<file path="src/rtl/mips_loader_pkg.sv">
// Shared types and constants for the MIPS program loader.
// Optional trailing checksum state is present only when LOADER_CHECKSUM_EN is defined.
package mips_loader_pkg;

  localparam int LEN_BYTES      = 2;
  localparam int BYTES_PER_WORD = 4;

  typedef enum logic [2:0] {
    S_IDLE,
    S_LEN_HI,
    S_LEN_LO,
    S_RX_WORD,
    S_WRITE,
    S_DONE,
    S_ERR
`ifdef LOADER_CHECKSUM_EN
    , S_RX_CSUM
`endif
  } loader_state_t;

endpackage

</file>
<file path="src/rtl/mips_program_loader_word_packer.sv">
// Big-endian byte-to-word packer: shifts bytes in MSB first and flags the
// byte that completes a word.
module word_packer
  import mips_loader_pkg::*;
(
  input  logic        clk,
  input  logic        reset,
  input  logic        clear,
  input  logic        byte_valid,
  input  logic [7:0]  byte_in,
  output logic [31:0] word,
  output logic        word_valid
);

  localparam int CNT_W = $clog2(BYTES_PER_WORD);

  logic [31:0]      word_q, word_d;
  logic [CNT_W-1:0] cnt_q, cnt_d;

  // NOTE: every always_comb output gets a default first so no latch is inferred.
  always_comb begin
    word_d = word_q;
    cnt_d  = cnt_q;
    if (clear) begin
      word_d = '0;
      cnt_d  = '0;
    end else if (byte_valid) begin
      word_d = {word_q[23:0], byte_in};
      cnt_d  = cnt_q + CNT_W'(1);
    end
  end

  // NOTE: sequential state uses non-blocking assignments only.
  always_ff @(posedge clk) begin
    if (reset) begin
      word_q <= '0;
      cnt_q  <= '0;
    end else begin
      word_q <= word_d;
      cnt_q  <= cnt_d;
    end
  end

  assign word       = word_q;
  assign word_valid = byte_valid && !clear && (cnt_q == CNT_W'(BYTES_PER_WORD - 1));

endmodule

</file>
<file path="src/rtl/mips_program_loader.sv">
// Loads a length-prefixed byte-stream program image into instruction memory
// and holds the CPU in reset until done. Optional: LOADER_CHECKSUM_EN.
module mips_program_loader
  import mips_loader_pkg::*;
#(
  parameter int          ADDR_WIDTH = 8,
  parameter logic [31:0] START_ADDR = 32'h0
) (
  input  logic        clk,
  input  logic        reset,
  input  logic        start,
  input  logic [7:0]  rx_data,
  input  logic        rx_valid,
  output logic        rx_ready,
  output logic        mem_we,
  output logic [31:0] mem_addr,
  output logic [31:0] mem_wdata,
  output logic        cpu_reset,
  output logic        busy,
  output logic        done,
  output logic        error
);

  localparam int unsigned MAX_WORDS = 32'd1 << ADDR_WIDTH;

  loader_state_t            state_q, state_d;
  logic [LEN_BYTES*8-1:0]   len_q, len_d;
  logic [15:0]              word_idx_q, word_idx_d;
  logic [LEN_BYTES*8-1:0]   len_next;
  logic [15:0]              word_idx_inc;
  logic                     rx_fire;
  logic                     packer_clear;
  logic                     packer_valid;
  logic [31:0]              packed_word;
  logic                     word_complete;
`ifdef LOADER_CHECKSUM_EN
  logic [7:0]               csum_q, csum_d;
`endif

  assign rx_fire      = rx_valid && rx_ready;
  assign len_next     = {len_q[LEN_BYTES*8-9:0], rx_data};
  assign word_idx_inc = word_idx_q + 16'd1;
  assign packer_valid = rx_fire && (state_q == S_RX_WORD);

  word_packer u_packer (
    .clk        (clk),
    .reset      (reset),
    .clear      (packer_clear),
    .byte_valid (packer_valid),
    .byte_in    (rx_data),
    .word       (packed_word),
    .word_valid (word_complete)
  );

  always_ff @(posedge clk) begin
    if (reset) begin
      state_q    <= S_IDLE;
      len_q      <= '0;
      word_idx_q <= '0;
`ifdef LOADER_CHECKSUM_EN
      csum_q     <= '0;
`endif
    end else begin
      state_q    <= state_d;
      len_q      <= len_d;
      word_idx_q <= word_idx_d;
`ifdef LOADER_CHECKSUM_EN
      csum_q     <= csum_d;
`endif
    end
  end

  always_comb begin
    state_d      = state_q;
    len_d        = len_q;
    word_idx_d   = word_idx_q;
    packer_clear = 1'b0;
`ifdef LOADER_CHECKSUM_EN
    csum_d       = rx_fire ? (csum_q ^ rx_data) : csum_q;
`endif
    case (state_q)
      S_IDLE, S_DONE, S_ERR: begin
        if (start) begin
          state_d      = S_LEN_HI;
          word_idx_d   = '0;
          packer_clear = 1'b1;
`ifdef LOADER_CHECKSUM_EN
          csum_d       = '0;
`endif
        end
      end
      S_LEN_HI: begin
        if (rx_fire) begin
          len_d   = len_next;
          state_d = S_LEN_LO;
        end
      end
      S_LEN_LO: begin
        if (rx_fire) begin
          len_d      = len_next;
          word_idx_d = '0;
          if (len_next == '0) begin
`ifdef LOADER_CHECKSUM_EN
            state_d = S_RX_CSUM;
`else
            state_d = S_DONE;
`endif
          end else if (32'(len_next) > MAX_WORDS) begin
            state_d = S_ERR;
          end else begin
            state_d = S_RX_WORD;
          end
        end
      end
      S_RX_WORD: begin
        if (word_complete) state_d = S_WRITE;
      end
      S_WRITE: begin
        if (word_idx_inc == len_q) begin
`ifdef LOADER_CHECKSUM_EN
          state_d = S_RX_CSUM;
`else
          state_d = S_DONE;
`endif
        end else begin
          word_idx_d = word_idx_inc;
          state_d    = S_RX_WORD;
        end
      end
`ifdef LOADER_CHECKSUM_EN
      S_RX_CSUM: begin
        if (rx_fire) state_d = (rx_data == csum_q) ? S_DONE : S_ERR;
      end
`endif
      default: state_d = S_IDLE;
    endcase
  end

  always_comb begin
    rx_ready  = 1'b0;
    mem_we    = 1'b0;
    mem_addr  = '0;
    mem_wdata = '0;
    busy      = 1'b1;
    done      = 1'b0;
    error     = 1'b0;
    cpu_reset = 1'b1;
    case (state_q)
      S_IDLE:   busy = 1'b0;
      S_LEN_HI, S_LEN_LO, S_RX_WORD: rx_ready = 1'b1;
`ifdef LOADER_CHECKSUM_EN
      S_RX_CSUM: rx_ready = 1'b1;
`endif
      S_WRITE: begin
        mem_we    = 1'b1;
        mem_addr  = START_ADDR + {14'b0, word_idx_q, 2'b00};
        mem_wdata = packed_word;
      end
      S_DONE: begin
        busy      = 1'b0;
        done      = 1'b1;
        cpu_reset = 1'b0;
      end
      S_ERR: begin
        busy  = 1'b0;
        error = 1'b1;
      end
      default: busy = 1'b0;
    endcase
  end

endmodule

</file>
<file path="config.mk">
export PLATFORM = sky130hd
export DESIGN_NAME = mips_program_loader
export DESIGN_NICKNAME = d
export VERILOG_FILES = /design/src/rtl/mips_loader_pkg.sv /design/src/rtl/mips_program_loader_word_packer.sv /design/src/rtl/mips_program_loader.sv
export SDC_FILE = /design/constraint.sdc
export NUM_CORES = 1
export LEC_CHECK = 0
export ABC_AREA = 0
export BUFFER_PORTS_ARGS = -buffer_cell sky130_fd_sc_hd__clkbuf_2
export CAP_MARGIN = 30
export CELL_PAD_IN_SITES_DETAIL_PLACEMENT = 1
export CELL_PAD_IN_SITES_GLOBAL_PLACEMENT = 1
export CORE_MARGIN = 8
export CORE_UTILIZATION = 43
export DETAILED_ROUTE_END_ITERATION = 10
export PLACE_DENSITY = 0.95
export SETUP_SLACK_MARGIN = 0.02
export SYNTH_ARGS = -nofsm -noshare
export SYNTH_HDL_FRONTEND = slang
export SYNTH_SLANG_ARGS = --single-unit
</file>
<file path="constraint.sdc">
create_clock -name clk -period 5.4 [get_ports clk]
set_input_delay 0.54 -clock clk [delete_from_list [all_inputs] [get_ports clk]]
set_output_delay 0.54 -clock clk [all_outputs]
set_load 0.01 [all_outputs]
</file>
==> metrics.md <==
| Metric | Value |
|---|---|
| RSZ-0062 raised after global routing | `false` |
| # DRC | `0` |
| Async S/R FF share, synth | `0%` |
| Combined area of all synthesized cells | `3930 um^2` |
| Sequential area share after synthesis | `35.1%` |
| Worst-case vdd ir drop | `0.000194 V` |
| Global route overflow | `0` |
| Final setup TNS | `0 ps` |
| Die Area | `12500 um^2` |
| Inst Count DP | `666` |
| Number of distinct library cells after synthesis | `60` |
| Number of standard cells in the final layout excluding fillers | `681` |
| Port Buffer Count | `65` |
| Total leakage power | `1.91 nW` |
| Post-DP Area | `4220 um^2` |
| Worst min-delay path endpoint | `len_q[7]` |
| Clk Latency, worst-skew pair | `360 ps` |
| Commonest cells after routing, fill and taps aside | `sky130_fd_sc_hd__nand2_1, sky130_fd_sc_hd__dfxtp_1, sky130_fd_sc_hd__a21oi_1, sky130_fd_sc_hd__clkbuf_2, sky130_fd_sc_hd__and3_1` |
| Syn avg cell area | `7.39 um^2` |
| Combinational Power Share | `26.8%` |
| Final worst setup slack | `1990 ps` |
| Number of max-slew violations in the final report | `0` |
| Worst R2R Start | `word_idx_q[0]` |
| Switch Pwr | `0.576 mW` |
| Hold Path Class | `in -> reg` |
| Maximum capacitance violations | `0` |
| Peak per-stage delay on the critical path | `670 ps` |
| Run status | `finished clean` |
| Share of post-route cells with drive strength above 1 | `17.4%` |
| Buffers inserted by post-CTS timing repair | `0` |
| Kind of start point of the critical path | `register` |
| Number of CTS-inserted buffers | `9` |
| CP max stage cell | `sky130_fd_sc_hd__nand4_1` |
| Number of synthesized flops with an enable pin | `0` |
| Place WS | `2140 ps` |
| Total of cells resized after clock tree synthesis | `0` |
| Worst path arrival time | `3720 ps` |
| Via/cell ratio | `5.85` |
| Count of pins on the block boundary | `82` |
| Worst slew slack as a fraction of its limit | `33.9%` |
| Root buffer cell | `sky130_fd_sc_hd__clkbuf_8` |
| Clock slew at the register clock pins of the worst setup and hold paths | `80 ps` |
| Wire length after detailed routing | `13100 um` |
| Fraction of power consumed by sequential logic | `37.4%` |
| Area added between synthesis and finish | `13.9%` |
| Maximum number of pins on one net before global-route repair | `51` |
| Overall power consumption | `1.59 mW` |
| Final weighted congestion in routability-driven placement | `0.890` |
| Hold buffers post-CTS | `0` |
| Placeable core area | `9060 um^2` |
| Cell count after synthesis | `532` |
| Post-Route Utilization | `49.4%` |
| Power Internal | `1.02 mW` |
| Number of sinks on the clock net | `69` |
| Data required, critical path | `5710 ps` |
| Final Setup Violations | `0` |
| Post-route clock skew | `13.0 ps` |
| Overall die width | `112 um` |
| Total of flip-flops plus latches after synthesis | `69` |
| Tmin final | `3410 ps` |
| Capturing point of the worst reg2reg path | `word_idx_q[8]` |
| Post-Layout Inst Area | `4480 um^2` |
| Number of global-route vias before repair | `4193` |
| Net switching share of the total power | `36.2%` |
| Top flip-flop cell by instance count after synthesis | `sky130_fd_sc_hd__dfxtp_1` |
| Classification of the worst setup path | `reg -> reg` |
| Worst-Margin Slew | `989 ps` |
| Overall via count from detail_route | `3985` |
| R2r worst-path depth | `8` |
| Hold wc startpoint | `rx_data[7]` |
| Total iterations of the first detailed-routing run | `4` |
| TritonCTS clock tree | `yes` |
| Power density relative to cell area | `355 nW/um^2` |
| NumNets Final | `580` |
| Synth warnings | `0` |
| Antenna cell count | `0` |
| # H-tree levels | `3` |
| Final hold violations | `0` |
| Wire length of the first global-routing pass | `21100 um` |
| Number of nets with antenna violations after detailed routing | `0` |
| Total routing usage reported by global routing | `20.8%` |
| Worst Setup End Kind | `register` |
| Critical path, cell by cell | `ha_1, nand3_1, nor3_1, xnor2_1, a2111oi_2, nand4_1, a211oi_1, a211o_1` |
| Max FO, Critical Path | `15` |
| Post-detailed-placement half-perimeter wirelength | `9070 um` |
| Iter 0 DRT Violations | `218` |
| Period utilisation layout | `63.2%` |
| Timing-limited maximum frequency | `293 MHz` |
| Final worst hold slack | `428 ps` |
| Standard-cell rows | `35` |
| Proportion of power drawn by the clock network | `35.8%` |
| Final routed wire length divided by cell count | `19.2 um` |
| Initial cell density of the core | `43.4%` |
| Worst-case clock buffer depth | `2` |
| Antenna violations before repair | `0` |
| Slack of the worst reg-to-reg path | `1990 ps` |
| Die Height | `112 um` |
| Most common library cell in the layout ignoring fill and taps | `sky130_fd_sc_hd__nand2_1` |
| Hold-critical path depth | `3` |
state kept, by name, summed over array words and instances, names as in the netlist:
register,cells
word_idx_q,16
state_q,3
len_q,16
u_packer.cnt_q,2
u_packer.word,32
how the worst max path moves through the flow:
| stage | depth (start not counted) | startpoint | end | slack, ps |
|---|---|---|---|---|
| 2_1_floorplan | 10 | word_idx_q[0] | word_idx_q[8] | 2800 |
| 3_3_place_gp | 8 | word_idx_q[0] | word_idx_q[12] | 2320 |
| 3_5_place_dp | 8 | word_idx_q[0] | word_idx_q[8] | 2140 |
| 4_1_cts | 8 | word_idx_q[0] | word_idx_q[8] | 2060 |
| 5_1_grt | 8 | word_idx_q[0] | word_idx_q[8] | 1780 |
| 6_report | 8 | word_idx_q[0] | word_idx_q[8] | 1990 |
critical path, delay by kind of cell, from the launching register on:
| kind | cells | cell delay, ps |
|---|---|---|
| adders and majority gates | 1 | 300 |
| and+or+nand+nor | 3 | 1450 |
| xor gates and xnor gates | 1 | 160 |
| AOI/OAI and AO/OA | 3 | 980 |
| DFF | 1 | 460 |
power groups by stage:
stage	registers [mW]	clock network (mW)	logic, mW
2_1_floorplan	0.567	0	0.340
3_3_place_gp	0.599	0	0.379
3_5_place_dp	0.603	0	0.413
4_1_cts	0.592	0.576	0.422
5_1_grt	0.599	0.591	0.466
6_report	0.595	0.570	0.427
cell families (layout without fill, tap and decap cells):
kind of cell	Yosys count	after routing	synth area share, %
XOR/XNOR	23	23	5.12
AND/OR/NAND/NOR	256	256	32.8
multiplexers	2	2	0.509
AO/OA/AOI/OAI	106	106	16.4
buffers and inverters	73	96	9.26
flip-flops	69	69	35.1
adder cells (fa/ha/maj)	2	2	0.636
other	1	16	0.0953
cell usage after synthesis, types with 9 or more instances:
library cell | number | area [um^2]
sky130_fd_sc_hd__nand3_1 | 17 | 85.1
sky130_fd_sc_hd__dfxtp_1 | 69 | 1380
sky130_fd_sc_hd__nand2_1 | 121 | 454
sky130_fd_sc_hd__nor4_1 | 9 | 56.3
sky130_fd_sc_hd__xnor2_1 | 18 | 158
sky130_fd_sc_hd__and3_1 | 53 | 332
sky130_fd_sc_hd__inv_1 | 9 | 33.8
sky130_fd_sc_hd__buf_4 | 16 | 120
sky130_fd_sc_hd__clkbuf_1 | 37 | 139
sky130_fd_sc_hd__a21oi_1 | 65 | 325
sky130_fd_sc_hd__nor2_1 | 14 | 52.6
cell type report:
| cell class | instances | area, um^2 |
|---|---|---|
| fillers | 1158 | 4590 |
| multi-input cells | 405 | 2250 |
| flip-flops and latches | 69 | 1380 |
| repair buffers | 72 | 413 |
| well taps | 111 | 139 |
| clock inverters | 6 | 136 |
| clock buffers | 9 | 124 |
| inverters | 9 | 33.8 |
per-layer routing:
layer	share of wire (%)	vias to the layer above	track usage, %
li1	-	1870	-
met1	41	1979	22.5
met2	51	101	36.3
met3	4.6	35	5.47
met4	3.5	0	11.2
met5	0	-	0
No activity file was read; power rests on OpenSTA's default activity.
